$ cat src/rtl/aes_inverse_cipher_pkg.sv
// rtl/aes_inverse_cipher_pkg.sv - shared AES types, inverse S-box, GF(2^8) helpers and inverse round functions
package aes_inverse_cipher_pkg;

  localparam int KEY_SIZE   = 128;
  localparam int NUM_ROUNDS = KEY_SIZE / 32 + 6;

  // byte 0 is the most significant byte; byte r+4c is row r, column c
  typedef logic [0:15][7:0]          state_t;
  typedef state_t                    roundKey_t;
  typedef roundKey_t [0:NUM_ROUNDS]  roundKeys_t;
  typedef logic [3:0]                roundIdx_t;

  // flat 256-entry table; index {hi,lo} nibble equals invSbox[hi][lo]
  localparam logic [7:0] INV_SBOX [256] = '{
    8'h52, 8'h09, 8'h6a, 8'hd5, 8'h30, 8'h36, 8'ha5, 8'h38, 8'hbf, 8'h40, 8'ha3, 8'h9e, 8'h81, 8'hf3, 8'hd7, 8'hfb,
    8'h7c, 8'he3, 8'h39, 8'h82, 8'h9b, 8'h2f, 8'hff, 8'h87, 8'h34, 8'h8e, 8'h43, 8'h44, 8'hc4, 8'hde, 8'he9, 8'hcb,
    8'h54, 8'h7b, 8'h94, 8'h32, 8'ha6, 8'hc2, 8'h23, 8'h3d, 8'hee, 8'h4c, 8'h95, 8'h0b, 8'h42, 8'hfa, 8'hc3, 8'h4e,
    8'h08, 8'h2e, 8'ha1, 8'h66, 8'h28, 8'hd9, 8'h24, 8'hb2, 8'h76, 8'h5b, 8'ha2, 8'h49, 8'h6d, 8'h8b, 8'hd1, 8'h25,
    8'h72, 8'hf8, 8'hf6, 8'h64, 8'h86, 8'h68, 8'h98, 8'h16, 8'hd4, 8'ha4, 8'h5c, 8'hcc, 8'h5d, 8'h65, 8'hb6, 8'h92,
    8'h6c, 8'h70, 8'h48, 8'h50, 8'hfd, 8'hed, 8'hb9, 8'hda, 8'h5e, 8'h15, 8'h46, 8'h57, 8'ha7, 8'h8d, 8'h9d, 8'h84,
    8'h90, 8'hd8, 8'hab, 8'h00, 8'h8c, 8'hbc, 8'hd3, 8'h0a, 8'hf7, 8'he4, 8'h58, 8'h05, 8'hb8, 8'hb3, 8'h45, 8'h06,
    8'hd0, 8'h2c, 8'h1e, 8'h8f, 8'hca, 8'h3f, 8'h0f, 8'h02, 8'hc1, 8'haf, 8'hbd, 8'h03, 8'h01, 8'h13, 8'h8a, 8'h6b,
    8'h3a, 8'h91, 8'h11, 8'h41, 8'h4f, 8'h67, 8'hdc, 8'hea, 8'h97, 8'hf2, 8'hcf, 8'hce, 8'hf0, 8'hb4, 8'he6, 8'h73,
    8'h96, 8'hac, 8'h74, 8'h22, 8'he7, 8'had, 8'h35, 8'h85, 8'he2, 8'hf9, 8'h37, 8'he8, 8'h1c, 8'h75, 8'hdf, 8'h6e,
    8'h47, 8'hf1, 8'h1a, 8'h71, 8'h1d, 8'h29, 8'hc5, 8'h89, 8'h6f, 8'hb7, 8'h62, 8'h0e, 8'haa, 8'h18, 8'hbe, 8'h1b,
    8'hfc, 8'h56, 8'h3e, 8'h4b, 8'hc6, 8'hd2, 8'h79, 8'h20, 8'h9a, 8'hdb, 8'hc0, 8'hfe, 8'h78, 8'hcd, 8'h5a, 8'hf4,
    8'h1f, 8'hdd, 8'ha8, 8'h33, 8'h88, 8'h07, 8'hc7, 8'h31, 8'hb1, 8'h12, 8'h10, 8'h59, 8'h27, 8'h80, 8'hec, 8'h5f,
    8'h60, 8'h51, 8'h7f, 8'ha9, 8'h19, 8'hb5, 8'h4a, 8'h0d, 8'h2d, 8'he5, 8'h7a, 8'h9f, 8'h93, 8'hc9, 8'h9c, 8'hef,
    8'ha0, 8'he0, 8'h3b, 8'h4d, 8'hae, 8'h2a, 8'hf5, 8'hb0, 8'hc8, 8'heb, 8'hbb, 8'h3c, 8'h83, 8'h53, 8'h99, 8'h61,
    8'h17, 8'h2b, 8'h04, 8'h7e, 8'hba, 8'h77, 8'hd6, 8'h26, 8'he1, 8'h69, 8'h14, 8'h63, 8'h55, 8'h21, 8'h0c, 8'h7d
  };

  function automatic logic [7:0] gf_xtime(input logic [7:0] b);
    return {b[6:0], 1'b0} ^ (b[7] ? 8'h1b : 8'h00);
  endfunction

  function automatic logic [7:0] gf_mul9(input logic [7:0] b);
    return gf_xtime(gf_xtime(gf_xtime(b))) ^ b;
  endfunction

  function automatic logic [7:0] gf_mul11(input logic [7:0] b);
    return gf_xtime(gf_xtime(gf_xtime(b))) ^ gf_xtime(b) ^ b;
  endfunction

  function automatic logic [7:0] gf_mul13(input logic [7:0] b);
    return gf_xtime(gf_xtime(gf_xtime(b))) ^ gf_xtime(gf_xtime(b)) ^ b;
  endfunction

  function automatic logic [7:0] gf_mul14(input logic [7:0] b);
    return gf_xtime(gf_xtime(gf_xtime(b))) ^ gf_xtime(gf_xtime(b)) ^ gf_xtime(b);
  endfunction

  // row r rotates right by r columns
  function automatic state_t InvShiftRows(input state_t s);
    state_t t;
    for (int c = 0; c < 4; c++)
      for (int r = 0; r < 4; r++)
        t[r + 4*c] = s[r + 4*((c - r + 4) % 4)];
    return t;
  endfunction

  function automatic state_t InvSubBytes(input state_t s);
    state_t t;
    for (int i = 0; i < 16; i++)
      t[i] = INV_SBOX[s[i]];
    return t;
  endfunction

  function automatic state_t InvMixColumns(input state_t s);
    state_t t;
    logic [7:0] a0, a1, a2, a3;
    for (int c = 0; c < 4; c++) begin
      a0 = s[4*c];
      a1 = s[4*c + 1];
      a2 = s[4*c + 2];
      a3 = s[4*c + 3];
      t[4*c]     = gf_mul14(a0) ^ gf_mul11(a1) ^ gf_mul13(a2) ^ gf_mul9(a3);
      t[4*c + 1] = gf_mul9(a0)  ^ gf_mul14(a1) ^ gf_mul11(a2) ^ gf_mul13(a3);
      t[4*c + 2] = gf_mul13(a0) ^ gf_mul9(a1)  ^ gf_mul14(a2) ^ gf_mul11(a3);
      t[4*c + 3] = gf_mul11(a0) ^ gf_mul13(a1) ^ gf_mul9(a2)  ^ gf_mul14(a3);
    end
    return t;
  endfunction

endpackage

$ cat src/rtl/aes_inverse_cipher_inv_round.sv
// rtl/aes_inverse_cipher_inv_round.sv - one combinational AES inverse round
module aes_inv_round
  import aes_inverse_cipher_pkg::*;
(
  input  state_t    i_state,
  input  roundKey_t i_round_key,
  input  logic      i_is_final,
  output state_t    o_state
);

  state_t w_keyed;

  // the key is added before InvMixColumns; the final round skips the mix
  assign w_keyed = InvSubBytes(InvShiftRows(i_state)) ^ i_round_key;
  assign o_state = i_is_final ? w_keyed : InvMixColumns(w_keyed);

endmodule

$ cat src/rtl/aes_inverse_cipher.sv
// rtl/aes_inverse_cipher.sv - iterative AES inverse cipher, one round per clock
module aes_inverse_cipher
  import aes_inverse_cipher_pkg::*;
(
  input  logic       clock,
  input  logic       reset_n,
  input  logic       in_valid,
  output logic       in_ready,
  input  state_t     in_data,
  input  roundKeys_t round_keys,
  output logic       out_valid,
  input  logic       out_ready,
  output state_t     out_data
);

  typedef enum logic [1:0] {S_IDLE, S_ROUND, S_DONE} fsm_t;

  localparam roundIdx_t LAST_RND = roundIdx_t'(NUM_ROUNDS - 1);

  fsm_t      r_fsm;
  fsm_t      w_fsm_next;
  roundIdx_t r_rnd;
  state_t    r_st;
  state_t    w_round_out;
  logic      w_is_final;

  assign w_is_final = (r_rnd == '0);
  assign out_data   = r_st;

  aes_inv_round u_inv_round (
    .i_state     (r_st),
    .i_round_key (round_keys[r_rnd]),
    .i_is_final  (w_is_final),
    .o_state     (w_round_out)
  );

  // FSM state register
  always_ff @(posedge clock or negedge reset_n) begin
    if (!reset_n) r_fsm <= S_IDLE;
    else          r_fsm <= w_fsm_next;
  end

  // next state and handshake decode; ready/valid depend on the state only
  always_comb begin
    w_fsm_next = r_fsm;
    in_ready   = 1'b0;
    out_valid  = 1'b0;
    case (r_fsm)
      S_IDLE: begin
        in_ready = 1'b1;
        if (in_valid) w_fsm_next = S_ROUND;
      end
      S_ROUND: begin
        if (w_is_final) w_fsm_next = S_DONE;
      end
      S_DONE: begin
        out_valid = 1'b1;
        if (out_ready) w_fsm_next = S_IDLE;
      end
      default: w_fsm_next = S_IDLE;
    endcase
  end

  // state and round counter: initial key add on accept, one round per ROUND cycle
  always_ff @(posedge clock or negedge reset_n) begin
    if (!reset_n) begin
      r_st  <= '0;
      r_rnd <= '0;
    end else begin
      case (r_fsm)
        S_IDLE: begin
          if (in_valid) begin
            r_st  <= in_data ^ round_keys[NUM_ROUNDS];
            r_rnd <= LAST_RND;
          end
        end
        S_ROUND: begin
          r_st <= w_round_out;
          if (!w_is_final) r_rnd <= r_rnd - 4'd1;
        end
        default: begin
        end
      endcase
    end
  end

endmodule

$ cat config.mk
export PLATFORM = sky130hd
export DESIGN_NAME = aes_inverse_cipher
export DESIGN_NICKNAME = d
export VERILOG_FILES = /design/src/rtl/aes_inverse_cipher_pkg.sv /design/src/rtl/aes_inverse_cipher_inv_round.sv /design/src/rtl/aes_inverse_cipher.sv
export SDC_FILE = /design/constraint.sdc
export NUM_CORES = 2
export LEC_CHECK = 0
export BUFFER_PORTS_ARGS = -buffer_cell sky130_fd_sc_hd__clkbuf_2
export CORE_AREA = 8 8 647 649
export DETAILED_ROUTE_END_ITERATION = 12
export DIE_AREA = 0 0 655 657
export PLACE_DENSITY = 0.34
export SLEW_MARGIN = 25
export SYNTH_ARGS = -nofsm -noshare
export SYNTH_HDL_FRONTEND = slang
export SYNTH_SLANG_ARGS = --single-unit
$ cat constraint.sdc
create_clock -name clock -period 10.3 [get_ports clock]
set_input_delay 2.06 -clock clock [delete_from_list [all_inputs] [get_ports clock]]
set_output_delay 2.06 -clock clock [all_outputs]
set_load 0.1 [all_outputs]
==> metrics.txt <==
result of the run complete, no violations; clock net sink count 134; ratio of cells with drive above 1 in the final layout between 20% and 30%; synthesized cell area about 85000 um^2; post-route clock skew about 0.032 ns; clock period minus worst slack a little under 7 ns; warnings from Yosys 0; Fmax around 0.15 GHz; sequential fraction of the synthesis area 3.93%; number of instances on the worst hold path 2; number of nets in the synthesized netlist around 13k; hold-fix buffer count after cts 0; RSZ-0062 raised after global routing false; highest fanout seen on the critical path 25; CTS H-tree lvls 4; Post-Route WL approximately 800000 um; synthesized area divided by synthesized cell count around 7.6 um^2; CTS tree built; final clock period utilization by the worst path between 60% and 70%; pin slew with the least headroom to its limit roughly 1.3 ns; number of global-route vias before repair between 100k and 150k; Worst Setup Start Kind flop; initial DRC count 18.2k; die area 430000 um^2; total area of multi-input combinational cells about 75000 um^2; number of synthesized register bits approximately 130; number of antenna violations at the first check in global routing approximately 300; CORE AREA 408000 um^2; layout-stage area growth over the synthesis result 14.9%; total via count in the routed design around 110k; DR vias/cell 6.22; overall overflow remaining after global route 0; starting utilization of the core area between 20% and 30%; endpoint arrival time on the critical path between 7 and 8 ns; final estimated routing congestion in global placement a little over 1; number of max-cap violations 0; number of core rows 235; residual DRC count 0; insertion delay of the later-clocked pin in the worst-skew pair ~0.54 ns; total iterations of the first detailed-routing run 7; type of element capturing the critical path flop; CTS clk-pin slew, worst paths around 0.090 ns; R2R depth 17; routed wirelength normalized by instance count between 40 and 50 um; number of ports placed on the die boundary 1670; worst-case hold path end point out_data[9]$_DFFE_PN0P_; Die W between 600 and 700 um; leading cell types in the layout, fill and taps excluded clkbuf_2, a21oi_1, nor2_1, o21ai_0, nand2_1; async set-reset flop share out of synthesis 100%; Worst Hold Class reg2reg; Die Ht between 600 and 700 um; final number of setup-violating endpoints 0; post-route antenna net violation count 0; worst max-slew margin expressed relative to the limit ~14%; area of all sequential standard cells roughly 3500 um^2; DP Wirelength about 670000 um; Clock Tree Root clkbuf_16; maximum number of pins on one net before global-route repair around 150; required time at the endpoint of the critical path about 11 ns; Synth cell types approximately 130; number of CTS-inserted buffers 17; buffer levels on the longest clock path 2; number of buffers inserted by port buffering between 1.5k and 2k; Final Slew Violations 0; CTS resizes 0; NumNets Final ~14k; most instantiated flip-flop cell in the synthesis netlist dfrtp_1; number of setup buffers added after CTS 0; most frequent standard cell in the layout excluding fill and tap cells clkbuf_2; endpoint of the most critical register-to-register path out_data[36]$_DFFE_PN0P_; Reg2Reg Launch Point out_data[104]$_DFFE_PN0P_; Setup CP Type reg2reg; launch point of the worst hold path out_data[9]$_DFFE_PN0P_; wire length of the first global-routing pass approximately 1100000 um; reg2reg setup slack approximately 3.5 ns; number of standard cells after synthesis approximately 11k; aggregate global-route resource usage ~36%; summed negative setup slack over all endpoints 0 ns; number of fill cells ~46k; Post-synth EDFFs 0; number of endpoints with negative hold slack in the final report 0
per-stage QoR:
| stage | instance area (um^2) | utilization, % | hold WS, ns | instances | setup slack (ns) |
|---|---|---|---|---|---|
| after floorplan | 85400 | - | 0.589 | 11300 | 4.78 |
| after global placement | 96900 | 23.7 | 0.524 | 17500 | 3.50 |
| after detailed placement | 97000 | 23.8 | 0.525 | 17500 | 3.68 |
| after CTS | 97600 | 23.9 | 0.548 | 17500 | 3.74 |
| after global routing | 97900 | 24.0 | 0.589 | 17700 | 3.44 |
| final | 98100 | 24.0 | 0.546 | 17700 | 3.46 |
area by class of cell:
cell class | instances | area share [%]
timing repair buffer | 2060 | 11.6
antenna | 180 | 0.459
sequential | 134 | 3.57
inverter | 192 | 0.735
tap | 5451 | 6.95
multi-input combinational | 9663 | 76.1
clock buffer | 20 | 0.466
clock inverter | 12 | 0.122
cells by family (layout without fill, tap and decap cells):
family | Yosys count | after routing | synth area share [%]
XOR/XNOR | 1057 | 1057 | 13.4
buffers and inverters | 1509 | 2284 | 9.08
flip-flops | 134 | 134 | 3.93
AND/OR/NAND/NOR | 3449 | 3449 | 20.8
multiplexers | 813 | 813 | 15.1
AO/OA/AOI/OAI | 4038 | 4038 | 33.2
adder cells (fa/ha/maj) | 306 | 306 | 4.51
other | 0 | 180 | 0
worst max-delay path by stage:
stage                                         start                   endpoint  slack [ns]
after floorplan           out_data[121]$_DFFE_PN0P_  out_data[124]$_DFFE_PN0P_        4.78
after global placement    out_data[104]$_DFFE_PN0P_   out_data[36]$_DFFE_PN0P_        3.50
after detailed placement            round_keys[382]  out_data[124]$_DFFE_PN0P_        3.68
after CTS                 out_data[104]$_DFFE_PN0P_   out_data[36]$_DFFE_PN0P_        3.74
after global routing       out_data[17]$_DFFE_PN0P_  out_data[116]$_DFFE_PN0P_        3.44
final                     out_data[104]$_DFFE_PN0P_   out_data[36]$_DFFE_PN0P_        3.46
critical path, stage by stage (launching register included):
cell,delay [ns]
dfrtp_1,0.38
buf_4,0.26
inv_1,0.52
ha_1,0.54
buf_4,0.32
nor2b_1,0.62
o21ai_0,0.24
a22oi_1,0.33
a32oi_1,0.19
a32oi_1,0.46
buf_4,0.29
xor2_4,0.39
xor2_2,0.41
xnor2_1,0.27
xor2_1,0.41
xor3_1,0.59
xnor2_1,0.33
o21ai_1,0.10
state kept, by name, indices dropped and copies added (netlist names):
register and cells:
r_fsm 2, out_data 128, r_rnd 4
routing by layer:
metal | wire length [um] | track usage (%)
met1 | 337000 | 47.7
met2 | 343000 | 52.8
met3 | 81800 | 9.03
met4 | 59600 | 20.8
met5 | 720 | 0
synth_stat cells (61+ instances only):
| library cell | number | area, um^2 |
|---|---|---|
| and2_1 | 100 | 626 |
| a221oi_1 | 165 | 1450 |
| a21o_1 | 75 | 563 |
| nand2b_1 | 401 | 2510 |
| a211oi_1 | 240 | 1800 |
| a32oi_1 | 61 | 534 |
| dfrtp_1 | 134 | 3350 |
| clkbuf_1 | 532 | 2000 |
| a22oi_1 | 66 | 495 |
| buf_6 | 99 | 1110 |
| or3_1 | 82 | 513 |
| nor2_1 | 759 | 2850 |
| o311a_1 | 64 | 641 |
| buf_4 | 168 | 1260 |
| xor2_1 | 300 | 2630 |
| or2_2 | 79 | 494 |
| o211ai_1 | 178 | 1340 |
| and3_1 | 65 | 407 |
| xnor2_1 | 570 | 4990 |
| mux2_2 | 66 | 743 |
| nor2b_1 | 350 | 2190 |
| nor3b_1 | 63 | 473 |
| a31oi_1 | 203 | 1270 |
| xnor3_1 | 80 | 1800 |
| o21ai_0 | 660 | 3300 |
| inv_1 | 153 | 574 |
| o2111ai_1 | 67 | 587 |
| buf_2 | 444 | 2220 |
| a311oi_1 | 141 | 1230 |
| o311ai_0 | 160 | 1400 |
| ha_1 | 303 | 3790 |
| o221ai_1 | 156 | 1370 |
| o22ai_1 | 214 | 1340 |
| mux4_2 | 373 | 8400 |
| a21oi_1 | 792 | 3960 |
| mux2i_1 | 369 | 3690 |
| o31ai_1 | 106 | 796 |
| nand3_1 | 266 | 1330 |
| nor3_1 | 334 | 1670 |
| nand2_1 | 660 | 2480 |
| a211o_1 | 69 | 604 |
Power is left out: the tool's default activity adds up to more than one toggle a clock period on the data nets, which glitch-free logic cannot reach.
